## src/rtl/neopixel_uart_core.sv

```systemverilog
// 8N1 UART byte receiver plus a WS2812 single-pixel serializer.
// The two paths share only clock and reset.
module neopixel_uart_core #(
  parameter int CLK_HZ   = 12_000_000,
  parameter int BAUD     = 115_200,
  parameter int T0H_CYC  = 4,
  parameter int T1H_CYC  = 9,
  parameter int TBIT_CYC = 15
) (
  input  logic       CLK,
  input  logic       RST,
  input  logic       RX,
  output logic [7:0] rx_byte,
  output logic       rx_valid,
  input  logic       wp_valid,
  input  logic [7:0] wp_red,
  input  logic [7:0] wp_green,
  input  logic [7:0] wp_blue,
  output logic       wp_dout,
  output logic       wp_busy
);

  localparam int CPB  = CLK_HZ / BAUD;
  localparam int HALF = CPB / 2;
  localparam int CW   = $clog2(CPB + 1);
  localparam int PW   = $clog2(TBIT_CYC + 1);

  localparam logic [CW-1:0] CPB_LAST  = CW'(CPB - 1);
  localparam logic [CW-1:0] HALF_LAST = CW'(HALF - 1);
  localparam logic [PW-1:0] TBIT_LAST = PW'(TBIT_CYC - 1);
  localparam logic [PW-1:0] T0H       = PW'(T0H_CYC);
  localparam logic [PW-1:0] T1H       = PW'(T1H_CYC);

  typedef enum logic [2:0] {
    RX_IDLE, RX_START, RX_DATA, RX_STOP, RX_WAITHI
  } rx_state_e;

  typedef enum logic {PX_IDLE, PX_SEND} px_state_e;

  // ---------------- RX path ----------------
  logic            rx_s1_q, rx_s2_q;
  rx_state_e       rx_state_q, rx_state_d;
  logic [CW-1:0]   rx_cnt_q, rx_cnt_d;
  logic [2:0]      rx_idx_q, rx_idx_d;
  logic [7:0]      rx_sh_q, rx_sh_d;
  logic [7:0]      rx_byte_q, rx_byte_d;
  logic            rx_valid_q, rx_valid_d;

  always_ff @(posedge CLK) begin
    if (RST) begin
      rx_s1_q    <= 1'b1;
      rx_s2_q    <= 1'b1;
      rx_state_q <= RX_IDLE;
      rx_cnt_q   <= '0;
      rx_idx_q   <= '0;
      rx_sh_q    <= '0;
      rx_byte_q  <= '0;
      rx_valid_q <= 1'b0;
    end else begin
      rx_s1_q    <= RX;
      rx_s2_q    <= rx_s1_q;
      rx_state_q <= rx_state_d;
      rx_cnt_q   <= rx_cnt_d;
      rx_idx_q   <= rx_idx_d;
      rx_sh_q    <= rx_sh_d;
      rx_byte_q  <= rx_byte_d;
      rx_valid_q <= rx_valid_d;
    end
  end

  always_comb begin
    rx_state_d = rx_state_q;
    rx_cnt_d   = rx_cnt_q;
    rx_idx_d   = rx_idx_q;
    rx_sh_d    = rx_sh_q;
    rx_byte_d  = rx_byte_q;
    rx_valid_d = 1'b0;
    unique case (rx_state_q)
      RX_IDLE: begin
        rx_cnt_d = '0;
        if (!rx_s2_q) rx_state_d = RX_START;
      end
      RX_START: begin
        if (rx_cnt_q == HALF_LAST) begin
          rx_cnt_d   = '0;
          rx_idx_d   = '0;
          rx_state_d = rx_s2_q ? RX_IDLE : RX_DATA;
        end else begin
          rx_cnt_d = rx_cnt_q + 1'b1;
        end
      end
      RX_DATA: begin
        if (rx_cnt_q == CPB_LAST) begin
          rx_cnt_d = '0;
          rx_sh_d  = {rx_s2_q, rx_sh_q[7:1]};
          rx_idx_d = rx_idx_q + 1'b1;
          if (rx_idx_q == 3'd7) rx_state_d = RX_STOP;
        end else begin
          rx_cnt_d = rx_cnt_q + 1'b1;
        end
      end
      RX_STOP: begin
        if (rx_cnt_q == CPB_LAST) begin
          rx_cnt_d = '0;
          if (rx_s2_q) begin
            rx_byte_d  = rx_sh_q;
            rx_valid_d = 1'b1;
            rx_state_d = RX_IDLE;
          end else begin
            rx_state_d = RX_WAITHI;
          end
        end else begin
          rx_cnt_d = rx_cnt_q + 1'b1;
        end
      end
      RX_WAITHI: begin
        if (rx_s2_q) rx_state_d = RX_IDLE;
      end
      default: rx_state_d = RX_IDLE;
    endcase
  end

  assign rx_byte  = rx_byte_q;
  assign rx_valid = rx_valid_q;

  // ---------------- Pixel path ----------------
  px_state_e     px_state_q, px_state_d;
  logic [23:0]   px_sh_q, px_sh_d;
  logic [PW-1:0] px_cyc_q, px_cyc_d;
  logic [4:0]    px_bit_q, px_bit_d;
  logic          px_dout_q, px_dout_d;
  logic [PW-1:0] px_hi;

  always_ff @(posedge CLK) begin
    if (RST) begin
      px_state_q <= PX_IDLE;
      px_sh_q    <= '0;
      px_cyc_q   <= '0;
      px_bit_q   <= '0;
      px_dout_q  <= 1'b0;
    end else begin
      px_state_q <= px_state_d;
      px_sh_q    <= px_sh_d;
      px_cyc_q   <= px_cyc_d;
      px_bit_q   <= px_bit_d;
      px_dout_q  <= px_dout_d;
    end
  end

  always_comb begin
    px_state_d = px_state_q;
    px_sh_d    = px_sh_q;
    px_cyc_d   = px_cyc_q;
    px_bit_d   = px_bit_q;
    unique case (px_state_q)
      PX_IDLE: begin
        if (wp_valid) begin
          px_sh_d    = {wp_green, wp_red, wp_blue};
          px_cyc_d   = '0;
          px_bit_d   = '0;
          px_state_d = PX_SEND;
        end
      end
      PX_SEND: begin
        if (px_cyc_q == TBIT_LAST) begin
          px_cyc_d = '0;
          px_sh_d  = {px_sh_q[22:0], 1'b0};
          px_bit_d = px_bit_q + 1'b1;
          if (px_bit_q == 5'd23) px_state_d = PX_IDLE;
        end else begin
          px_cyc_d = px_cyc_q + 1'b1;
        end
      end
      default: px_state_d = PX_IDLE;
    endcase
    // Data line is registered from next state so it is glitch-free.
    px_hi     = px_sh_d[23] ? T1H : T0H;
    px_dout_d = (px_state_d == PX_SEND) && (px_cyc_d < px_hi);
  end

  assign wp_busy = (px_state_q == PX_SEND);
  assign wp_dout = px_dout_q;

endmodule

```

## config.mk

```make
export PLATFORM = sky130hd
export DESIGN_NAME = neopixel_uart_core
export DESIGN_NICKNAME = d
export VERILOG_FILES = /design/src/rtl/neopixel_uart_core.sv
export SDC_FILE = /design/constraint.sdc
export NUM_CORES = 1
export LEC_CHECK = 0
export BUFFER_PORTS_ARGS = -buffer_cell sky130_fd_sc_hd__buf_2
export CORE_AREA = 5 5 85 87
export CTS_CLUSTER_DIAMETER = 150
export CTS_CLUSTER_SIZE = 20
export DETAILED_ROUTE_END_ITERATION = 6
export DIE_AREA = 0 0 90 92
export PLACE_DENSITY = 0.75
export SYNTH_ARGS = -nofsm -noshare
export SYNTH_HDL_FRONTEND = slang
export SYNTH_SLANG_ARGS = --single-unit
```

## constraint.sdc

```tcl
create_clock -name CLK -period 2.05 [get_ports CLK]
set_input_delay 0.41 -clock CLK [delete_from_list [all_inputs] [get_ports CLK]]
set_output_delay 0.41 -clock CLK [all_outputs]
set_load 0.03 [all_outputs]
```

==> results.yml, run 1 <==
setup_path:
  start_kind: "register"
  cp_max_fo: 5
  crit_required_ns: 2.29
  setup.worst_path.end_class: "register"
  cp_data_arrival_time_ns: 2.04
  crit_type: "reg -> reg"
timing:
  worst_slew_pin_slew_ns: 0.5374
  tns_ns: 0
  holdWs_ns: 0.2522
  min_period_ns: 1.796
  slew_headroom: 0.6404
  slew_violations: 0
  report.final.hold_viol_count: 0
  finalCritPeriodShare: 0.8763
  fmax_mhz: 556.7
  skew_ns: 0.007856
  setup_violations: 0
  fin_ws_ns: 0.2536
  rsz0062_at_grt: "no"
placement:
  pre_cts_ws_ns: 0.3049
  place_congestion: 0.8531
  port-buffer-count: 38
  hpwl_um: 4277
clocking:
  cts_resized: 0
  root_buffer: "clkbuf_8"
  ctsHoldBuffers: 0
  clkSlewWorstSetupHoldPaths_ns: 0.07
  cts.htree.levels: 3
  cts_buffers: 9
  insertion_delay_ns: 0.34
  cts_buffer_depth: 2
  cts.sinks: 67
  postCtsSetupRepairBufs: 0
  cts_tree: "yes"
yosys:
  synth.distinct_cells: 49
  yosys.cell_count.top_type: "dfxtp_1"
  synth_top_cells_by_count: "dfxtp_1, nand2_1, nor2_1, a21oi_1, mux2i_1"
  synth_edf_count: 0
  yosys_warnings: 0
  syn_inst: 359
  ys_seq_area_frac: 0.4404
  yosysTopAreaCell: "dfxtp_1"
  synthFlopType: "dfxtp_1"
  synth.avg_cell_area_um2: 8.483
  synth_seq_cells: 67
  async_reset_ff_frac: 0
  syn-cell-area_mm2: 0.003045
  syn-num-nets: 391
  ys_top_cells_by_area: "dfxtp_1, mux2i_1, nand2_1, nor2_1, a311oi_1"
  synth_top_area_frac: 0.4404
finish:
  nets: 424
  area_delta_synth_final_pct: 17.01
  antenna_cells: 0
  fin_util: 0.5677
  drive_gt1_frac: 0.1889
grt:
  busiest_layer: "met2"
  antenna_found_initial: 0
  grt_max_degree: 37
  grtUsageMet3: 0.04337
  grtUsageMet2: 0.2598
  grt_pass1_vias: 2428
  overflow: 0
  grt_usage: 0.1582
  grt_pass1_wl_um: 11130
  grt_use_met1: 0.2026
power:
  p_leak_uw: 0.001352
  ir_drop_v: 0.0004264
  power.density_mw_per_mm2: 812.2
floorplanning:
  core_area_mm2: 0.006277
  start_util: 0.4852
  rows: 29
  die_w_um: 90
  ios: 39
  die_h_um: 92
  dieArea_mm2: 0.008280
status:
  status: "complete, no violations"
route:
  postRouteAntennaNets: 0
  dr.first_iter.drc_count: 141
  vias: 2698
  drt_first_pass_iters: 5
  wirelength_um: 6436
  drcViolationCount: 0
  routedWlPerCell_um: 13.58
  vias_per_cell: 5.692
run:
  max_cap_viol_count: 0
min_path:
  hp-class: "in -> reg"
-- cell families (layout without fill, tap and decap cells) --
| logic type | Yosys count | in the layout | share of synthesized area |
|---|---|---|---|
| XOR/XNOR | 2 | 2 | 0.005753 |
| AO/OA/AOI/OAI | 79 | 79 | 0.1783 |
| flip-flops | 67 | 67 | 0.4404 |
| buffers and inverters | 36 | 74 | 0.04930 |
| AND/OR/NAND/NOR | 150 | 150 | 0.2404 |
| adder cells (fa/ha/maj) | 4 | 4 | 0.01643 |
| multiplexers | 21 | 21 | 0.06943 |
-- layer usage --
layer / vias to the layer above / share of wire
met3: 12 / 0.068
li1: 1343 / -
met2: 96 / 0.47
met4: 0 / 0.014
met1: 1247 / 0.45
met5: - / 0
-- metrics by stage --
step	instances	instance area [um2]	total power, uW
4_1_cts	474	3563	2921
5_1_grt	474	3563	3006
6_report	474	3563	2894
3_3_place_gp	458	3313	1554
3_5_place_dp	458	3313	1557
2_1_floorplan	359	3045	1495
-- worst max-delay path, cell delays in order (launching register included) --
cell      delay, ns
dfxtp_1        0.35
ha_1           0.29
and2_1         0.21
a211oi_1       0.38
nor2_1         0.16
a221oi_1       0.31
-- layout make-up --
class | count | area [um2]
clock buffers | 10 | 137.6
flip-flops and latches | 67 | 1341
inverters | 10 | 37.54
multi-input cells | 256 | 1560
fillers | 562 | 2714
clock inverters | 6 | 112.6
repair buffers | 48 | 277.8
well taps | 77 | 96.34
-- cell usage in the layout (no fill, tap or decap), types with 10 or more instances in the layout --
cell,count
buf_2,38
clkbuf_8,10
dfxtp_1,67
nand2_1,53
a21oi_1,23
a311oi_1,19
mux2i_1,20
nor3_1,10
nor2_1,47
-- flip-flops by register name, summed over array words and instances, names as in the netlist --
register,flops
wp_dout,1
rx_idx_q,3
wp_busy,1
rx_byte,8
rx_valid,1
rx_sh_q,8
px_bit_q,5
rx_s1_q,1
rx_state_q,3
rx_s2_q,1
px_cyc_q,4
rx_cnt_q,7
px_sh_q,24
-- report_power, final --
group	total [uW]	switching [uW]	internal, uW
combinational	162	93.8	67.8
sequential	1370	29.4	1340
clock	1370	523	843
-- worst paths after layout --
path / startpoint / endpoint / slack (ns) / cells past startpoint
worst max-delay path: rx_cnt_q[0] / rx_cnt_q[5] / 0.25 / 5
worst min-delay path: RX / rx_s1_q / 0.25 / 2
worst max register to register: rx_cnt_q[0] / rx_cnt_q[5] / 0.25 / 5
worst min register to register: rx_s1_q / rx_s2_q / 0.41 / 1
(Power assumes the default switching activity.)
==> run 2: changes to the inputs <==
ABC_AREA = 0   (was not set)
CORE_AREA = 2 2 82 84   (was 5 5 85 87)
DIE_AREA = 0 0 84 86   (was 0 0 90 92)
==> results.yml, run 2 (same netlist as run 1, synthesis figures left out) <==
status:
  status: "complete, no violations"
placement:
  place_congestion: 0.8109
  port-buffer-count: 38
  hpwl_um: 4160
floorplanning:
  die_h_um: 86
  core_area_mm2: 0.006277
  ios: 39
  rows: 29
  dieArea_mm2: 0.007224
  start_util: 0.4852
  die_w_um: 84
min_path:
  hp-class: "in -> reg"
  worstHoldStart: "RX"
  hold_depth: 2
  min_to: "rx_s1_q"
power:
  power.density_mw_per_mm2: 723.1
  ir_drop_v: 0.0004363
  p_leak_uw: 0.001314
clocking:
  insertion_delay_ns: 0.34
  postCtsSetupRepairBufs: 0
  ctsHoldBuffers: 0
  root_buffer: "clkbuf_8"
  cts_resized: 0
  cts_buffers: 9
  cts_buffer_depth: 2
  cts_tree: "yes"
  cts.sinks: 67
  cts.htree.levels: 3
  clkSlewWorstSetupHoldPaths_ns: 0.07
finish:
  layout_common_cells: "dfxtp_1, nand2_1, nor2_1"
  drive_gt1_frac: 0.1864
  antenna_cells: 0
  regMostFlops: "px_sh_q"
  largest_reg_flops: 24
  mostFrequentLayoutCell: "dfxtp_1"
  fillerInstances: 594
  area_delta_synth_final_pct: 14.71
  nets: 424
timing:
  rsz0062_at_grt: "no"
  slew_violations: 0
  min_period_ns: 1.773
  finalCritPeriodShare: 0.8647
  slew_headroom: 0.6545
  skew_ns: 0.005860
  tns_ns: 0
  report.final.hold_viol_count: 0
  worst_slew_pin_slew_ns: 0.5110
  holdWs_ns: 0.2545
  setup_violations: 0
  fmax_mhz: 564.1
grt:
  grt_usage: 0.1838
  grt_max_degree: 37
  grt_pass1_vias: 2505
  overflow: 0
  grt_pass1_wl_um: 10820
  antenna_found_initial: 0
setup_path:
  r2r-start: "rx_cnt_q[0]"
  r2r_cells: 5
  crit_required_ns: 2.29
  rrSetupSlack_ns: 0.28
  start_kind: "register"
  setup.worst_path.end_class: "register"
  cp_data_arrival_time_ns: 2.01
  cp_max_fo: 5
  crit_type: "reg -> reg"
  worstReg2RegEnd: "rx_cnt_q[5]"
route:
  postRouteAntennaNets: 0
  dr.first_iter.drc_count: 115
  wirelength_um: 6196
  routedWlPerCell_um: 13.07
  drcViolationCount: 0
  drt_first_pass_iters: 4
  vias_per_cell: 5.513
  vias: 2613
run:
  max_cap_viol_count: 0
run 2: changes by cell type in the layout (fill, tap and decap cells not counted):
cell and delta:
bufinv_16 -3, clkinv_4 -2, clkinvlp_4 +2, clkbuf_1 +1
clkbuf_8 +1, clkinv_2 +1
run 2: per-stage QoR:
step                  util  cell area (um2)  setup slack (ns)  std cells  total power [uW]
finish              0.5565             3493            0.2773        474              2526
global route        0.5565             3493            0.1124        474              2644
CTS                 0.5565             3493            0.2662        474              2563
detailed placement  0.5278             3313            0.2862        458              1557
global placement    0.5278             3313            0.3685        458              1555
floorplan                -             3045            0.3839        359              1495
run 2: layout make-up:
type                       instances  area, um2  area share
clock buffer                      12      155.1     0.04441
clock inverter                     4      25.02    0.007163
inverter                          10      37.54     0.01074
multi-input combinational        256       1560      0.4466
sequential                        67       1341      0.3840
tap                               77      96.34     0.02758
timing repair buffer              48      277.8     0.07951
run 2: layer usage:
metal	vias to the layer above	GRT usage	part of all wire
li1	1342	-	-
met1	1224	0.2126	0.47
met2	43	0.3229	0.49
met3	4	0.05197	0.036
met4	0	0.07185	0.010
met5	-	0	0
run 2: worst max path at each step:
stage / start / end / cells past startpoint
floorplan: rx_cnt_q[0] / rx_sh_q[0] / 5
global placement: wp_busy / wp_dout / 4
detailed placement: rx_cnt_q[0] / rx_cnt_q[5] / 5
CTS: rx_cnt_q[0] / rx_cnt_q[5] / 5
global route: wp_busy / px_bit_q[3] / 4
finish: rx_cnt_q[0] / rx_cnt_q[5] / 5
run 2: power breakdown:
part | total (uW) | switching, uW | internal, uW
logic | 165 | 96.8 | 68.3
registers | 1360 | 25.6 | 1340
clock network | 998 | 497 | 501
run 2: critical path, cell delays in order (launching register included):
cell and delay, ns:
dfxtp_1 0.35, ha_1 0.30, and2_1 0.22, a211oi_1 0.35, nor2_1 0.16, a221oi_1 0.31
